`config.mk`:
```
export PLATFORM = sky130hd
export DESIGN_NAME = fetch_queue
export DESIGN_NICKNAME = d
export VERILOG_FILES = /design/src/rtl/fetch_queue.sv
export SDC_FILE = /design/constraint.sdc
export NUM_CORES = 1
export LEC_CHECK = 0
export CAP_MARGIN = 20
export CORE_MARGIN = 2
export CORE_UTILIZATION = 53
export DETAILED_ROUTE_END_ITERATION = 10
export HOLD_SLACK_MARGIN = 0.12
export PLACE_DENSITY = 0.83
export SLEW_MARGIN = 10
export SYNTH_ARGS = -nofsm -noshare
export SYNTH_HDL_FRONTEND = slang
export SYNTH_SLANG_ARGS = --single-unit
```
`constraint.sdc`:
```
create_clock -name clk -period 22.8 [get_ports clk]
set_input_delay 4.56 -clock clk [delete_from_list [all_inputs] [get_ports clk]]
set_output_delay 4.56 -clock clk [all_outputs]
set_load 0.1 [all_outputs]
```
`src/rtl/fetch_queue.sv`:
```
`default_nettype none
// ---------------------------------------------------------------------------
// fetch_queue : circular {pc, inst} buffer between fetch and decode, with flush
// Revision    : 1.0
// ---------------------------------------------------------------------------
module fetch_queue #(
  parameter int DEPTH      = 4,
  parameter int PC_WIDTH   = 64,
  parameter int INST_WIDTH = 64
) (
  input  logic                         clk,
  input  logic                         rst,
  input  logic                         flush,
  input  logic                         in_valid,
  output logic                         in_ready,
  input  logic [PC_WIDTH-1:0]          in_pc,
  input  logic [INST_WIDTH-1:0]        in_inst,
  output logic                         out_valid,
  input  logic                         out_ready,
  output logic [PC_WIDTH-1:0]          out_pc,
  output logic [INST_WIDTH-1:0]        out_inst,
  output logic [$clog2(DEPTH+1)-1:0]   count
);

  localparam int PTR_W = $clog2(DEPTH);
  localparam int CNT_W = $clog2(DEPTH+1);

  logic [PC_WIDTH-1:0]   pc_mem   [DEPTH];
  logic [INST_WIDTH-1:0] inst_mem [DEPTH];
  logic [PTR_W-1:0]      wr_ptr;
  logic [PTR_W-1:0]      rd_ptr;
  logic [CNT_W-1:0]      count_q;
  logic                  push;
  logic                  pop;

  // Handshake flags derive from registered occupancy only: no in->out path.
  assign in_ready  = (count_q != CNT_W'(DEPTH));
  assign out_valid = (count_q != '0);
  assign push      = in_valid & in_ready & ~flush;
  assign pop       = out_valid & out_ready & ~flush;
  assign count     = count_q;

  assign out_pc    = out_valid ? pc_mem[rd_ptr]   : '0;
  assign out_inst  = out_valid ? inst_mem[rd_ptr] : '0;

  always_ff @(posedge clk) begin
    if (rst) begin
      wr_ptr  <= '0;
      rd_ptr  <= '0;
      count_q <= '0;
    end else if (flush) begin
      wr_ptr  <= '0;
      rd_ptr  <= '0;
      count_q <= '0;
    end else begin
      if (push) wr_ptr <= wr_ptr + PTR_W'(1);
      if (pop)  rd_ptr <= rd_ptr + PTR_W'(1);
      case ({push, pop})
        2'b10:   count_q <= count_q + CNT_W'(1);
        2'b01:   count_q <= count_q - CNT_W'(1);
        default: count_q <= count_q;
      endcase
    end
  end

  // Storage is never cleared; stale slots are hidden by out_valid gating.
  always_ff @(posedge clk) begin
    if (push && !rst) begin
      pc_mem[wr_ptr]   <= in_pc;
      inst_mem[wr_ptr] <= in_inst;
    end
  end

endmodule
`default_nettype wire

```
Word level (Yosys, flattened, before mapping)

Memory sizes are Yosys's and may differ from the RTL's. A register that Yosys moved wholly into a read port is not among the register bits.
Index checks and enable logic that the tools add are counted.

Flip-flop bits (word level): 7
Memory bits (writable): 512
Bits of input ports: 133
Output and inout bits: 133
Word-level logic and storage cells: 31
Memories: 2

$add $sub $neg: 4
Equality and inequality tests: 3
Mux-type cells: 9
Bitwise operators: 5
Reduce and logical (&&, ||, !) cells: 5

Memories:

| memory   | depth | width | read ports | clocked after memory_dff | wr ports | line | text |
|---|---|---|---|---|---|---|---|
| inst_mem | 4     | 64    | 1          | 1                        | 1        | 29   | `logic [INST_WIDTH-1:0] inst_mem [DEPTH];` |
| pc_mem   | 4     | 64    | 1          | 1                        | 1        | 28   | `logic [PC_WIDTH-1:0] pc_mem [DEPTH];` |

Operator list:

| operator                                         | count |
|---|---|
| 2-to-1 mux 64 bit                                | 2 |
| 2-to-1 mux 2 bit                                 | 4 |
| case mux 3 bit (2 select lines)                  | 1 |
| adder 2 x 1 -> 2 bit, second input constant      | 2 |
| bitwise AND 1 bit                                | 4 |
| adder 3 x 1 -> 3 bit, second input constant      | 1 |
| != test 3 bit, second input constant             | 1 |
| nonzero test 3 bit                               | 1 |
| subtractor 3 x 1 -> 3 bit, second input constant | 1 |
| == test 2 x 1 -> 1 bit, second input constant    | 1 |
| == test 2 bit, second input constant             | 1 |
| 2-to-1 mux 1 bit                                 | 2 |
| nonzero test 2 bit                               | 1 |
| OR reduction 2 bit                               | 1 |
| logical AND 1 bit                                | 1 |
| logical NOT 1 bit                                | 1 |
| NOT 1 bit                                        | 1 |

Depth between registers and ports, before layout

Word-level depth: 6
Gate-level depth with buffers: 8
Gate-level depth less buffers: 8

Worst setup path before layout

OpenSTA, ideal clock, no wires.

Kind: in2reg
Start: input port flush
End: memory inst_mem[1][0] (enable)
Library setup time: 0.799 ns
Data arrival time: 14.186 ns
Required time: 22.001 ns
Path slack: 7.816 ns
Stages on the path: 2
Buffers on the path: 0
Path through: nand3b_2 nor3b_1

Longest elaborated chain between the ends: 5

Ends and longest elaborated chain:

| what                                   | line | text |
|---|---|---|
| from (decl)                            | 13   | `input logic flush,` |
| NOT 1 bit                              | 39   | `assign push = in_valid & in_ready & ~flush;` |
| bitwise AND 1 bit                      | 39   |  |
| logical AND 1 bit                      | 68   | `if (push && !rst) begin` |
| 2-to-1 mux 1 bit                       | 68   |  |
| 2-to-1 mux 1 bit (not written as such) | 70   | `inst_mem[wr_ptr] <= in_inst;` |
| to (decl)                              | 29   |  |

No other way between the ends.

==> results.sh <==
export IMPL_cts_resized=0
export IMPL_max_stage_delay_ps=990
export IMPL_ir_worst_vdd_mv=0.0707
export IMPL_clk_latency_ps=580
export IMPL_ys_seq_elements=521
export IMPL_die_y_um=198
export IMPL_drt_iter0_drc=629
export IMPL_post_cts_buffers=0
export IMPL_grt_pass1_wl_um=59400
export IMPL_post_drt_wl_per_cell_um=23.6
export IMPL_worst_path_buf_inv=4
export IMPL_cts_max_level=2
export IMPL_syn_avg_cell_area_um2=23.1
export IMPL_power_leakage_uw=0.00768
export IMPL_clock_path_buffers=3
export IMPL_grtUsageTotal_pct=20.5
export IMPL_switchingPower_uw=418
export IMPL_skew_ps=20.8
export IMPL_pre_cts_ws_ps=13610
export IMPL_core_um2=36800
export IMPL_power_share_sequential_pct=53.1
export IMPL_seq_area_frac_synth_pct=78.1
export IMPL_critPathMostFrequentCell="buf_4"
export IMPL_stdcell_area_um2=24600
export IMPL_power_total_uw=2000
export IMPL_criticalPathCategory="reg -> out"
export IMPL_port_buffers=265
export IMPL_drive_above_1_share_pct=18.5
export IMPL_synth_most_common_cell="edfxtp_1"
export IMPL_cp_cell_sequence="buf_4 > buf_4 > buf_16 > mux4_2 > and2_1 > clkdlybuf4s50_1"
export IMPL_finalCritPeriodShare_pct=41.2
export IMPL_synth_area_um2=19900
export IMPL_wl_um=39200
export IMPL_num_rows=70
export IMPL_syn2layout_area_growth_pct=23.5
export IMPL_synth_compound_area_share_pct=0.157
export IMPL_maxSlewViolCount=0
export IMPL_status="completed"
export IMPL_drcViolationCount=0
export IMPL_worstHoldPathType="reg -> reg"
export IMPL_ant_nets=0
export IMPL_synthArstFlopShare_pct=0
export IMPL_worst_ep_arrival_time_ps=4820
export IMPL_cts_sinks=521
export IMPL_synth_xor_area_share_pct=0.176
export IMPL_crit_fanout=41
export IMPL_gp_congestion=0.714
export IMPL_dp_final_hpwl_um=22500
export IMPL_dr_pass1_iters=5
export IMPL_synth_top_cell_area_share_pct=77.2
export IMPL_start_kind="flop"
export IMPL_die_w_um=198
export IMPL_yosysWarnings=0
export IMPL_clkPwrFrac_pct=40.5
export IMPL_crit_required_ps=18240
export IMPL_synth_commonest_cells="edfxtp_1 (512), and2_1 (128), mux4_2 (128)"
export IMPL_utilization_pct=66.9
export IMPL_post_dp_cell_area_um2=22900
export IMPL_synthAdderAreaFrac_pct=0.415
export IMPL_numCtsBuffers=52
export IMPL_ys_flop_type="edfxtp_1"
export IMPL_die_area_um2=39100
export IMPL_antenna_found_initial=7
export IMPL_grt_max_degree=129
export IMPL_fin_tns_setup_ps=0
export IMPL_period_needed_ps=9380
export IMPL_tightest_slew_ps=1100
export IMPL_synth_edf_count=512
export IMPL_final_hold_viol_count=0
export IMPL_fmax_ghz=0.107
export IMPL_synth_area_top_cells="edfxtp_1 (77%), mux4_2 (14%), and2_1 (4.0%)"
export IMPL_cts_hold_buffers=0
export IMPL_max_slew_margin_pct=26.3
export IMPL_max_cap_violations=0
export IMPL_synth_top_family_by_area="multiplexers"
export IMPL_worst_path_max_delay_cell="clkdlybuf4s50_1"
export IMPL_tritoncts="done"
export IMPL_endpoint_kind="output port"
export IMPL_grt_pass1_vias=10138
export IMPL_setup_slack_ps=13420
export IMPL_synthMuxAreaShare_pct=14.6
export IMPL_final_setup_viol_count=0
export IMPL_via_per_inst=5.74
export IMPL_synth_net_count=1002
export IMPL_crit_family="buffers and inverters"
export IMPL_overflow=0
export IMPL_yosysUniqueCellTypes=24
export IMPL_layout_nets=1292
export IMPL_power_density_nw_per_um2=81.4
export IMPL_p_sw_share_pct=20.9
export IMPL_cts_root_buffer="clkbuf_16"
export IMPL_rsz0062_at_grt="no"
export IMPL_clkTransAtPathRegs_ps=60
export IMPL_p_comb_share_pct=6.3
export IMPL_vias=9549
export IMPL_start_util_pct=54.1
export IMPL_io_pins=266
export IMPL_p_int_uw=1580
export IMPL_synth_top_cell_by_area="edfxtp_1"
export IMPL_synth_simple_gate_area_share_pct=4.59
export IMPL_syn_inst=863
export IMPL_r2r_slack_ps=19440
placed cells by master, fill, tap and decap left out, types with 3 or more instances in the layout:
| cell | synthesis | final |
|---|---|---|
| bufinv_16 | 0 | 4 |
| ha_1 | 5 | 5 |
| inv_1 | 5 | 5 |
| nand2_1 | 4 | 4 |
| buf_4 | 0 | 12 |
| dfxtp_1 | 9 | 7 |
| clkinv_4 | 0 | 3 |
| nor3b_2 | 0 | 4 |
| edfxtp_1 | 512 | 512 |
| clkinv_1 | 0 | 8 |
| clkinv_2 | 0 | 4 |
| clkbuf_16 | 0 | 53 |
| clkbuf_1 | 16 | 17 |
| mux4_2 | 128 | 128 |
| and2_1 | 128 | 128 |
| xor2_1 | 4 | 4 |
| nor2_1 | 8 | 8 |
| clkdlybuf4s50_1 | 0 | 265 |
kinds of logic after synthesis:
kind of cell,count (synthesis)
flops,521
simple gates,149
mux,130
buf+inv,48
fa+ha+maj,6
compound gates,5
xor+xnor,4
worst reg2reg max path: cells and delay by family, from the launching register on:
family | cells | cell delay (ps)
buffers and inverters | 2 | 1730
AND/OR/NAND/NOR | 3 | 690
flip-flops | 1 | 470
per-stage QoR:
stage / hold WS [ps] / std cells
6_report: 517 / 1663
5_1_grt: 539 / 1662
4_1_cts: 519 / 1660
3_5_place_dp: 496 / 1566
3_3_place_gp: 483 / 1566
2_1_floorplan: 471 / 863
final cells by class:
class	instances	area (um^2)
antenna	2	5.00
clock buffer	72	1420
clock inverter	22	221
fill	2328	12200
inverter	5	18.8
multi-input combinational	294	3990
sequential	521	15600
tap	468	586
timing repair buffer	279	2790
layer usage:
metal | vias up | routed length (um) | global-route usage, %
met3 | 63 | 2990 | 4.89
li1 | 4115 | - | -
met5 | - | 62 | 0
met2 | 359 | 19500 | 33.5
met1 | 5002 | 15900 | 27.7
met4 | 10 | 765 | 6.07
final timing paths:
path | start | to | cells after the start
worst min register to register | wr_ptr[1] | wr_ptr[1] | 2
worst max-delay path | flop | out_pc[10] | 6
worst min-delay path | wr_ptr[1] | wr_ptr[1] | 2
worst max register to register | count[0] | pc_mem[1][10] | 5
power groups by stage:
| stage | Combinational (uW) | Sequential, uW | Clock [uW] |
|---|---|---|---|
| global route | 133 | 1060 | 866 |
| CTS | 128 | 1060 | 830 |
| detailed placement | 127 | 1080 | 0 |
| global placement | 124 | 1080 | 0 |
| floorplan | 74.3 | 1090 | 0 |
| finish | 127 | 1060 | 812 |
registers in the layout, summed over array words and instances, names as in the netlist, named ones only:
name,flops
rd_ptr,2
pc_mem,256
inst_mem,256
count,3
wr_ptr,2
No activity file was read; power rests on OpenSTA's default activity.
